===== config.mk =====
export PLATFORM = sky130hd
export DESIGN_NAME = control_sequencer
export DESIGN_NICKNAME = d
export VERILOG_FILES = /design/src/rtl/ctrl_seq_pkg.sv /design/src/rtl/control_sequencer.sv
export SDC_FILE = /design/constraint.sdc
export NUM_CORES = 1
export LEC_CHECK = 0
export BUFFER_PORTS_ARGS = -buffer_cell sky130_fd_sc_hd__buf_2
export CORE_ASPECT_RATIO = 1.1
export CORE_MARGIN = 4
export CORE_UTILIZATION = 43
export DETAILED_ROUTE_END_ITERATION = 12
export PLACE_DENSITY = 0.85
export SLEW_MARGIN = 0
export SYNTH_ARGS = -nofsm -noshare
export SYNTH_HDL_FRONTEND = slang
export SYNTH_SLANG_ARGS = --single-unit

===== constraint.sdc =====
create_clock -name clk -period 2.15 [get_ports clk]
set_input_delay 0.43 -clock clk [delete_from_list [all_inputs] [get_ports clk]]
set_output_delay 0.43 -clock clk [all_outputs]
set_load 0.005 [all_outputs]

===== src/rtl/ctrl_seq_pkg.sv =====
// Shared state encodings and opcodes for the control sequencer and the control-output decoder.
// The HALT code is only reachable when the design is built with CTRL_SEQ_HALT_EN.
package ctrl_seq_pkg;

  localparam int STATE_W_P  = 5;
  localparam int OPC_W_P    = 4;
  localparam int RETIRE_W_P = 16;

  typedef enum logic [4:0] {
    S_FETCH  = 5'd0,
    S_IRLD   = 5'd1,
    S_LOAD   = 5'd2,
    S_MOVE   = 5'd3,
    S_LDPC   = 5'd4,
    S_BRANCH = 5'd5,
    S_SUB0   = 5'd6,
    S_SUB1   = 5'd7,
    S_SUB2   = 5'd8,
    S_ADD0   = 5'd9,
    S_ADD1   = 5'd10,
    S_ADD2   = 5'd11,
    S_XOR0   = 5'd12,
    S_XOR1   = 5'd13,
    S_XOR2   = 5'd14,
    S_RAMRD  = 5'd15,
    S_HALT   = 5'd16,
    S_TRAP   = 5'd17
  } state_e;

  localparam logic [3:0] OPC_LOAD   = 4'h0;
  localparam logic [3:0] OPC_MOVE   = 4'h1;
  localparam logic [3:0] OPC_LDPC   = 4'h2;
  localparam logic [3:0] OPC_BRANCH = 4'h3;
  localparam logic [3:0] OPC_SUB    = 4'h4;
  localparam logic [3:0] OPC_ADD    = 4'h5;
  localparam logic [3:0] OPC_XOR    = 4'h6;
  localparam logic [3:0] OPC_HALT   = 4'h7;

  // Last execute cycle of every legal instruction; the sequencer returns to fetch afterwards.
  function automatic logic is_final_state(input state_e s);
    return (s == S_LOAD) || (s == S_MOVE) || (s == S_LDPC) || (s == S_BRANCH) ||
           (s == S_SUB2) || (s == S_ADD2) || (s == S_XOR2);
  endfunction

  function automatic logic is_parked_state(input state_e s);
    return (s == S_FETCH) || (s == S_TRAP) || (s == S_HALT);
  endfunction

endpackage


===== src/rtl/control_sequencer.sv =====
// Instruction sequencer: fetch (0 -> 15 -> 1), opcode decode, execute steps, trap and retire count.
// Define CTRL_SEQ_HALT_EN to make opcode 4'h7 enter the HALT state instead of trapping.
module control_sequencer
  import ctrl_seq_pkg::*;
#(
  parameter int STATE_W  = STATE_W_P,
  parameter int OPC_W    = OPC_W_P,
  parameter int RETIRE_W = RETIRE_W_P
) (
  input  logic                clk,
  input  logic                reset,
  input  logic                run,
  input  logic                mem_wait,
  input  logic [15:0]         instr,
  output logic [STATE_W-1:0]  state,
  output logic                busy,
  output logic                instr_done,
  output logic                illegal,
  output logic                halted,
  output logic [RETIRE_W-1:0] retire_cnt
);

  state_e              state_q, state_d;
  logic                illegal_q, illegal_d;
  logic [RETIRE_W-1:0] retire_q, retire_d;
  logic [OPC_W-1:0]    opcode;
  logic                unused_instr_bits;

  assign opcode            = instr[15 -: OPC_W];
  assign unused_instr_bits = ^instr[15-OPC_W:0];

  // Next-state logic; any code outside the legal set falls into TRAP.
  always_comb begin
    state_d = state_q;
    case (state_q)
      S_FETCH: if (run) state_d = S_RAMRD;
      S_RAMRD: if (!mem_wait) state_d = S_IRLD;
      S_IRLD: begin
        case (opcode)
          OPC_LOAD:   state_d = S_LOAD;
          OPC_MOVE:   state_d = S_MOVE;
          OPC_LDPC:   state_d = S_LDPC;
          OPC_BRANCH: state_d = S_BRANCH;
          OPC_SUB:    state_d = S_SUB0;
          OPC_ADD:    state_d = S_ADD0;
          OPC_XOR:    state_d = S_XOR0;
`ifdef CTRL_SEQ_HALT_EN
          OPC_HALT:   state_d = S_HALT;
`endif
          default:    state_d = S_TRAP;
        endcase
      end
      S_LOAD, S_MOVE, S_LDPC, S_BRANCH,
      S_SUB2, S_ADD2, S_XOR2: state_d = S_FETCH;
      S_SUB0:  state_d = S_SUB1;
      S_SUB1:  state_d = S_SUB2;
      S_ADD0:  state_d = S_ADD1;
      S_ADD1:  state_d = S_ADD2;
      S_XOR0:  state_d = S_XOR1;
      S_XOR1:  state_d = S_XOR2;
`ifdef CTRL_SEQ_HALT_EN
      S_HALT:  state_d = S_HALT;
`endif
      S_TRAP:  state_d = S_TRAP;
      default: state_d = S_TRAP;
    endcase
  end

  always_comb begin
    illegal_d = illegal_q | (state_d == S_TRAP);
    retire_d  = retire_q + RETIRE_W'(is_final_state(state_q));
  end

  always_ff @(posedge clk) begin
    if (reset) begin
      state_q   <= S_FETCH;
      illegal_q <= 1'b0;
      retire_q  <= '0;
    end else begin
      state_q   <= state_d;
      illegal_q <= illegal_d;
      retire_q  <= retire_d;
    end
  end

  assign state      = STATE_W'(state_q);
  assign busy       = !is_parked_state(state_q);
  assign instr_done = is_final_state(state_q);
  assign illegal    = illegal_q;
  assign retire_cnt = retire_q;

`ifdef CTRL_SEQ_HALT_EN
  assign halted = (state_q == S_HALT);
`else
  assign halted = 1'b0;
`endif

endmodule

==> results_dict.tcl, run 1 <==
set metrics [dict create \
    yosys_warnings 0 \
    hpwlAfterDp_um 1940 \
    max-vdd-ir-drop_v 0.000544 \
    internal_power_uw 980 \
    synth_edf_count 0 \
    coreArea_mm2 0.00257 \
    critPathLaunchType "flip-flop" \
    die_area_mm2 0.00368 \
    clock_power_share_pct 21.4 \
    layout_commonest_cell "buf_2" \
    swShare_pct 34.2 \
    fin_skew_ns 0.00913 \
    postPlaceCellArea_mm2 0.00142 \
    multi_input_area_um2 731 \
    antenna_cells 0 \
    synth-seq-cells 22 \
    ys_seq_area_share_pct 37.0 \
    final_max_slew_viol_count 0 \
    status "finished clean" \
    grt_pass1_wl_um 4270 \
    root_buffer "clkbuf_4" \
    grt_pass1_vias 1065 \
    crit_required_ns 2.40 \
    io-pin-count 45 \
    pwr-share-comb_pct 44.1 \
    ys.flop_type "dfxtp_1" \
    rows 19 \
    p_leak_uw 0.000626 \
    routed_wl_um 2630 \
    drtIter0Drc 44 \
    track_usage_pct 14.3 \
    cts.sinks 22 \
    fin_area_mm2 0.00150 \
    clk_pin_slew_worst_paths_ns 0.13 \
    numCtsBuffers 3 \
    routed_via_density 5.34 \
    wl_per_cell_um 12.4 \
    mostFrequentLayoutCells "31 x buf_2, 20 x nor2_1, 20 x dfxtp_1" \
    power.density_mw_per_mm2 990 \
    initial_utilization_pct 46.4 \
    async_reset_ff_share_pct 0 \
    cts_tree "built" \
    clockBufferDepth 2 \
    ant_nets 0 \
    dr_total_vias 1133 \
    place.gp.congestion 0.804 \
    n_fill_cell 244 \
    timing.fmax_ghz 0.496 \
    fin_crit_sh_pct 93.8 \
    hold_class "in2reg" \
    max_cap_violations 0 \
    synth.distinct_cells 37 \
    layout.area.seq_um2 443 \
    worstSetupPathType "reg2reg" \
    antenna_found_initial 0 \
    grt_max_degree 24 \
    syn_to_final_growth_pct 26.2 \
    port_buffers 31 \
    drc 0 \
    syn_area_mm2 0.00119 \
    synthesis.nets 167 \
    cp_max_fo 6 \
    die_h_um 63.2 \
    final_layout_size_suffix_gt1_share_pct 31.5 \
    power.switching_uw 508 \
    overflow 0 \
    cts_hold_buffers 0 \
    netlist_instances 145 \
    finalNetCount 204 \
    hold_viol_final 0 \
    cts_max_level 1 \
    critPathCaptureType "flip-flop" \
    die_w_um 58.2 \
    syn_area_per_cell_um2 8.21 \
    final_util_pct 58.5 \
    dr.pass1.iters 4 \
    fin_crit_ns 2.02 \
    worst_ep_arrival_time_ns 2.26 \
    p_seq_share_pct 34.5 \
    clkLatencyLatePin_ns 0.31 \
    setup_violations 0 \
]
## timing repair
item / CTS / global route
gates resized for setup: 0 / 8
setup endpoints to repair: 0 / 8
setup buffers: 0 / 0
## per-stage QoR
stage,total power (uW),TNS (ns),setup slack [ns],hold WS (ns),std cells
after floorplan,940,0,0.0296,0.442,145
after global placement,1160,0,0.110,0.436,208
after detailed placement,1170,0,0.0491,0.438,208
after CTS,1490,0,0.0171,0.421,212
after global routing,1600,-0.0198,-0.0146,0.450,212
final,1490,0,0.134,0.419,212
## layer usage
metal | track usage [%] | share of wire, %
met1 | 14.8 | 42
met2 | 26.8 | 49
met3 | 3.47 | 7.4
met4 | 5.51 | 1.3
met5 | 0 | 0
## worst paths after layout
| path | startpoint | endpoint | slack, ns | cells after the start |
|---|---|---|---|---|
| max reg2reg | state[0] | retire_cnt[6] | 0.13 | 9 |
| min | instr[14] | state[3] | 0.42 | 3 |
| min reg2reg | illegal | illegal | 0.45 | 2 |
| max | state[0] | retire_cnt[6] | 0.13 | 9 |
## flip-flops by register name, summed over array words and instances, names as in the netlist
name / cells
illegal: 1
state: 5
retire_cnt: 16
## cells in the mapped netlist, types with 2 or more instances
cell / n / area [um^2]
dfxtp_1: 22 / 440
nor2_1: 20 / 75.1
nand2_1: 12 / 45.0
xnor2_1: 10 / 87.6
nand3_1: 7 / 35.0
o21ai_0: 7 / 35.0
a21oi_1: 6 / 30.0
inv_1: 6 / 22.5
nor3_1: 5 / 25.0
a31oi_1: 4 / 25.0
nand2b_1: 4 / 25.0
nor2b_1: 4 / 25.0
xor2_1: 4 / 35.0
buf_2: 3 / 15.0
nand4_1: 3 / 18.8
nor4_1: 3 / 18.8
a211oi_1: 2 / 15.0
clkbuf_1: 2 / 7.51
ha_1: 2 / 25.0
nor3b_1: 2 / 15.0
## critical path, cell delays in order, from the launching register on
cell	delay [ns]
dfxtp_1	0.34
nand2b_1	0.15
xnor2_1	0.14
nor2_1	0.06
a211oi_2	0.24
ha_2	0.24
ha_1	0.18
nand2_2	0.13
or3_1	0.34
a21oi_1	0.14
## power groups by stage
stage	clock, uW	sequential, uW	combinational, uW
final	318	513	657
after global routing	339	520	737
after global placement	0	517	643
after CTS	322	512	658
after detailed placement	0	520	654
after floorplan	0	536	404
## layout make-up
| class | instances | share of cell area [%] |
|---|---|---|
| inverters | 6 | 1.50 |
| flip-flops and latches | 22 | 29.5 |
| repair buffers | 39 | 14.3 |
| clock buffers | 3 | 1.50 |
| multi-input cells | 110 | 48.6 |
| well taps | 31 | 2.58 |
| clock inverters | 1 | 2.00 |
## cell families (layout without fill, tap and decap cells)
group                    count (synthesis)  after routing  synth area share (%)
adder cells (fa/ha/maj)                  2              2                  2.10
XOR/XNOR                                14             14                  10.3
other                                    1              1                 0.315
AO/OA/AOI/OAI                           26             26                  15.5
buffers and inverters                   13             49                  4.73
AND/OR/NAND/NOR                         67             67                  30.0
flip-flops                              22             22                  37.0
Note: power is estimated with default switching activity, not from simulation.
==> run 2: changes to the inputs <==
--- a/config.mk
+++ b/config.mk
@@ -11,6 +11,7 @@
 export CORE_UTILIZATION = 43
 export DETAILED_ROUTE_END_ITERATION = 12
 export PLACE_DENSITY = 0.85
+export RECOVER_POWER = 50
 export SLEW_MARGIN = 0
 export SYNTH_ARGS = -nofsm -noshare
 export SYNTH_HDL_FRONTEND = slang
==> run 2 against run 1 <==
Compared with the run above:
- fmax decreased by 0.37%
- register-to-register slack about the same
- via count increased by 0.53%
- setup slack got worse by 0.0074 ns
- final cell count unchanged
- global-route usage unchanged
- critical path depth unchanged
- wire length unchanged
- largest cell class unchanged
==> results_dict.tcl, run 2 (synthesized netlist as in run 1, its figures left out) <==
set metrics [dict create \
    die_w_um 58.2 \
    hold_start "instr[14]" \
    hold_viol_final 0 \
    fin_crit_ns 2.02 \
    finalNetCount 204 \
    worstReg2RegStart "state[0]" \
    wl_per_cell_um 12.4 \
    setup_tns_ns 0 \
    post-cts-setup-buffers 0 \
    io-pin-count 45 \
    hold_class "in2reg" \
    die_area_mm2 0.00368 \
    setup_violations 0 \
    layout_commonest_cell "buf_2" \
    cts_tree "built" \
    final_layout_size_suffix_gt1_share_pct 25.4 \
    antenna_cells 0 \
    cp_max_fo 4 \
    r2r_cells 9 \
    routed_wl_um 2630 \
    dr_total_vias 1139 \
    port_buffers 31 \
    worstSetupPathType "reg2reg" \
    drtIter0Drc 38 \
    p_leak_uw 0.000579 \
    status "finished clean" \
    die_h_um 63.2 \
    crit_path_max_incr_delay_ns 0.34 \
    timing.fmax_ghz 0.494 \
    power.switching_uw 506 \
    worst_ep_arrival_time_ns 2.23 \
    clkLatencyLatePin_ns 0.31 \
    dpl_worst_slack_ns 0.0491 \
    syn_to_final_growth_pct 24.6 \
    root_buffer "clkbuf_4" \
    max-vdd-ir-drop_v 0.000540 \
    numCtsBuffers 3 \
    cp.depth 9 \
    antenna_found_initial 0 \
    clk_pin_slew_worst_paths_ns 0.13 \
    grt_pass1_vias 1065 \
    overflow 0 \
    coreArea_mm2 0.00257 \
    cts.sinks 22 \
    worstPathCellList "nand2b_1, xnor2_1, nor2_1, a211oi_2, ha_2, nand3_1, nor4_2, xnor2_1, nor2_1" \
    dr.pass1.iters 7 \
    pwr-share-comb_pct 43.6 \
    final_max_slew_viol_count 0 \
    internal_power_uw 966 \
    postPlaceCellArea_mm2 0.00142 \
    clockBufferDepth 2 \
    path_delay_family "simple AND/OR/NAND/NOR gates" \
    rows 19 \
    critPathLaunchType "flip-flop" \
    cp_slowest_cell "dfxtp_1" \
    routed_via_density 5.37 \
    fin_crit_sh_pct 94.1 \
    finalPower_uw 1470 \
    track_usage_pct 14.3 \
    r2r-end "retire_cnt[11]" \
    crit_path_end "retire_cnt[11]" \
    ant_nets 0 \
    max_cap_violations 0 \
    fin_area_mm2 0.00148 \
    power.density_mw_per_mm2 992 \
    cts_hold_buffers 0 \
    critPathLaunch "state[0]" \
    hpwlAfterDp_um 1940 \
    crit_required_ns 2.35 \
    drc 0 \
    r2r_slack_ns 0.13 \
    grt_max_degree 24 \
    mostFrequentLayoutCells "22 x buf_2, 20 x nor2_1, 20 x dfxtp_1" \
    dp_cells 208 \
    initial_utilization_pct 46.4 \
    worst_slack_ns 0.127 \
    crit_buf_inv 0 \
    p_seq_share_pct 34.9 \
    clock_power_share_pct 21.6 \
    cts_max_level 1 \
    largest_reg_flops 16 \
    place.gp.congestion 0.804 \
    swShare_pct 34.4 \
    fin_skew_ns 0.00730 \
    instances_no_fill 212 \
    critPathCaptureType "flip-flop" \
    grt_pass1_wl_um 4270 \
]
-- run 2: changes by cell type in the layout (fill, tap and decap cells not counted) --
| cell | before | now |
|---|---|---|
| buf_1 | 0 | 1 |
| buf_4 | 8 | 6 |
| buf_2 | 31 | 22 |
| clkbuf_1 | 0 | 10 |
-- run 2: worst min-delay path: stages --
cell	delay, ns
buf_2	0.12
nand3_1	0.07
a31oi_1	0.07
-- run 2: cell type report --
cell class / count / area [um^2]
Clock buffer: 3 / 22.5
Timing Repair Buffer: 39 / 196
Inverter: 6 / 22.5
Tap cell: 31 / 38.8
Fill cell: 248 / 1080
Multi-Input combinational cell: 110 / 731
Clock inverter: 1 / 30.0
Sequential cell: 22 / 443
-- run 2: worst min-delay path by stage --
stage	slack (ns)	endpoint	cells past startpoint
3_5_place_dp	0.44	illegal	2
5_1_grt	0.45	state[3]	3
6_report	0.42	state[3]	3
2_1_floorplan	0.44	illegal	2
3_3_place_gp	0.44	illegal	2
4_1_cts	0.42	state[3]	3
-- run 2: power by group through the flow --
stage | clock [uW] | sequential [uW] | combinational (uW)
floorplan | 0 | 536 | 404
global placement | 0 | 517 | 643
detailed placement | 0 | 520 | 654
CTS | 322 | 512 | 658
global route | 339 | 520 | 723
finish | 317 | 513 | 641
-- run 2: timing repair --
| action | 4_1_cts | 5_1_grt |
|---|---|---|
| hold endpoints to repair | 0 | 0 |
| endpoints found under the setup margin | 0 | 8 |
| gates resized for setup | 0 | 8 |
-- run 2: metal layers --
metal,up-vias,GRT usage (%),wire length [um]
met5,-,0,0
met1,518,14.8,1090
met4,0,5.51,36
li1,578,-,-
met2,39,26.8,1300
met3,4,3.47,197
-- run 2: stage by stage --
step	util (%)	hold WS, ns
detailed placement	55.2	0.438
finish	57.8	0.418
CTS	57.2	0.421
global placement	55.2	0.436
global route	57.8	0.450
floorplan	-	0.442
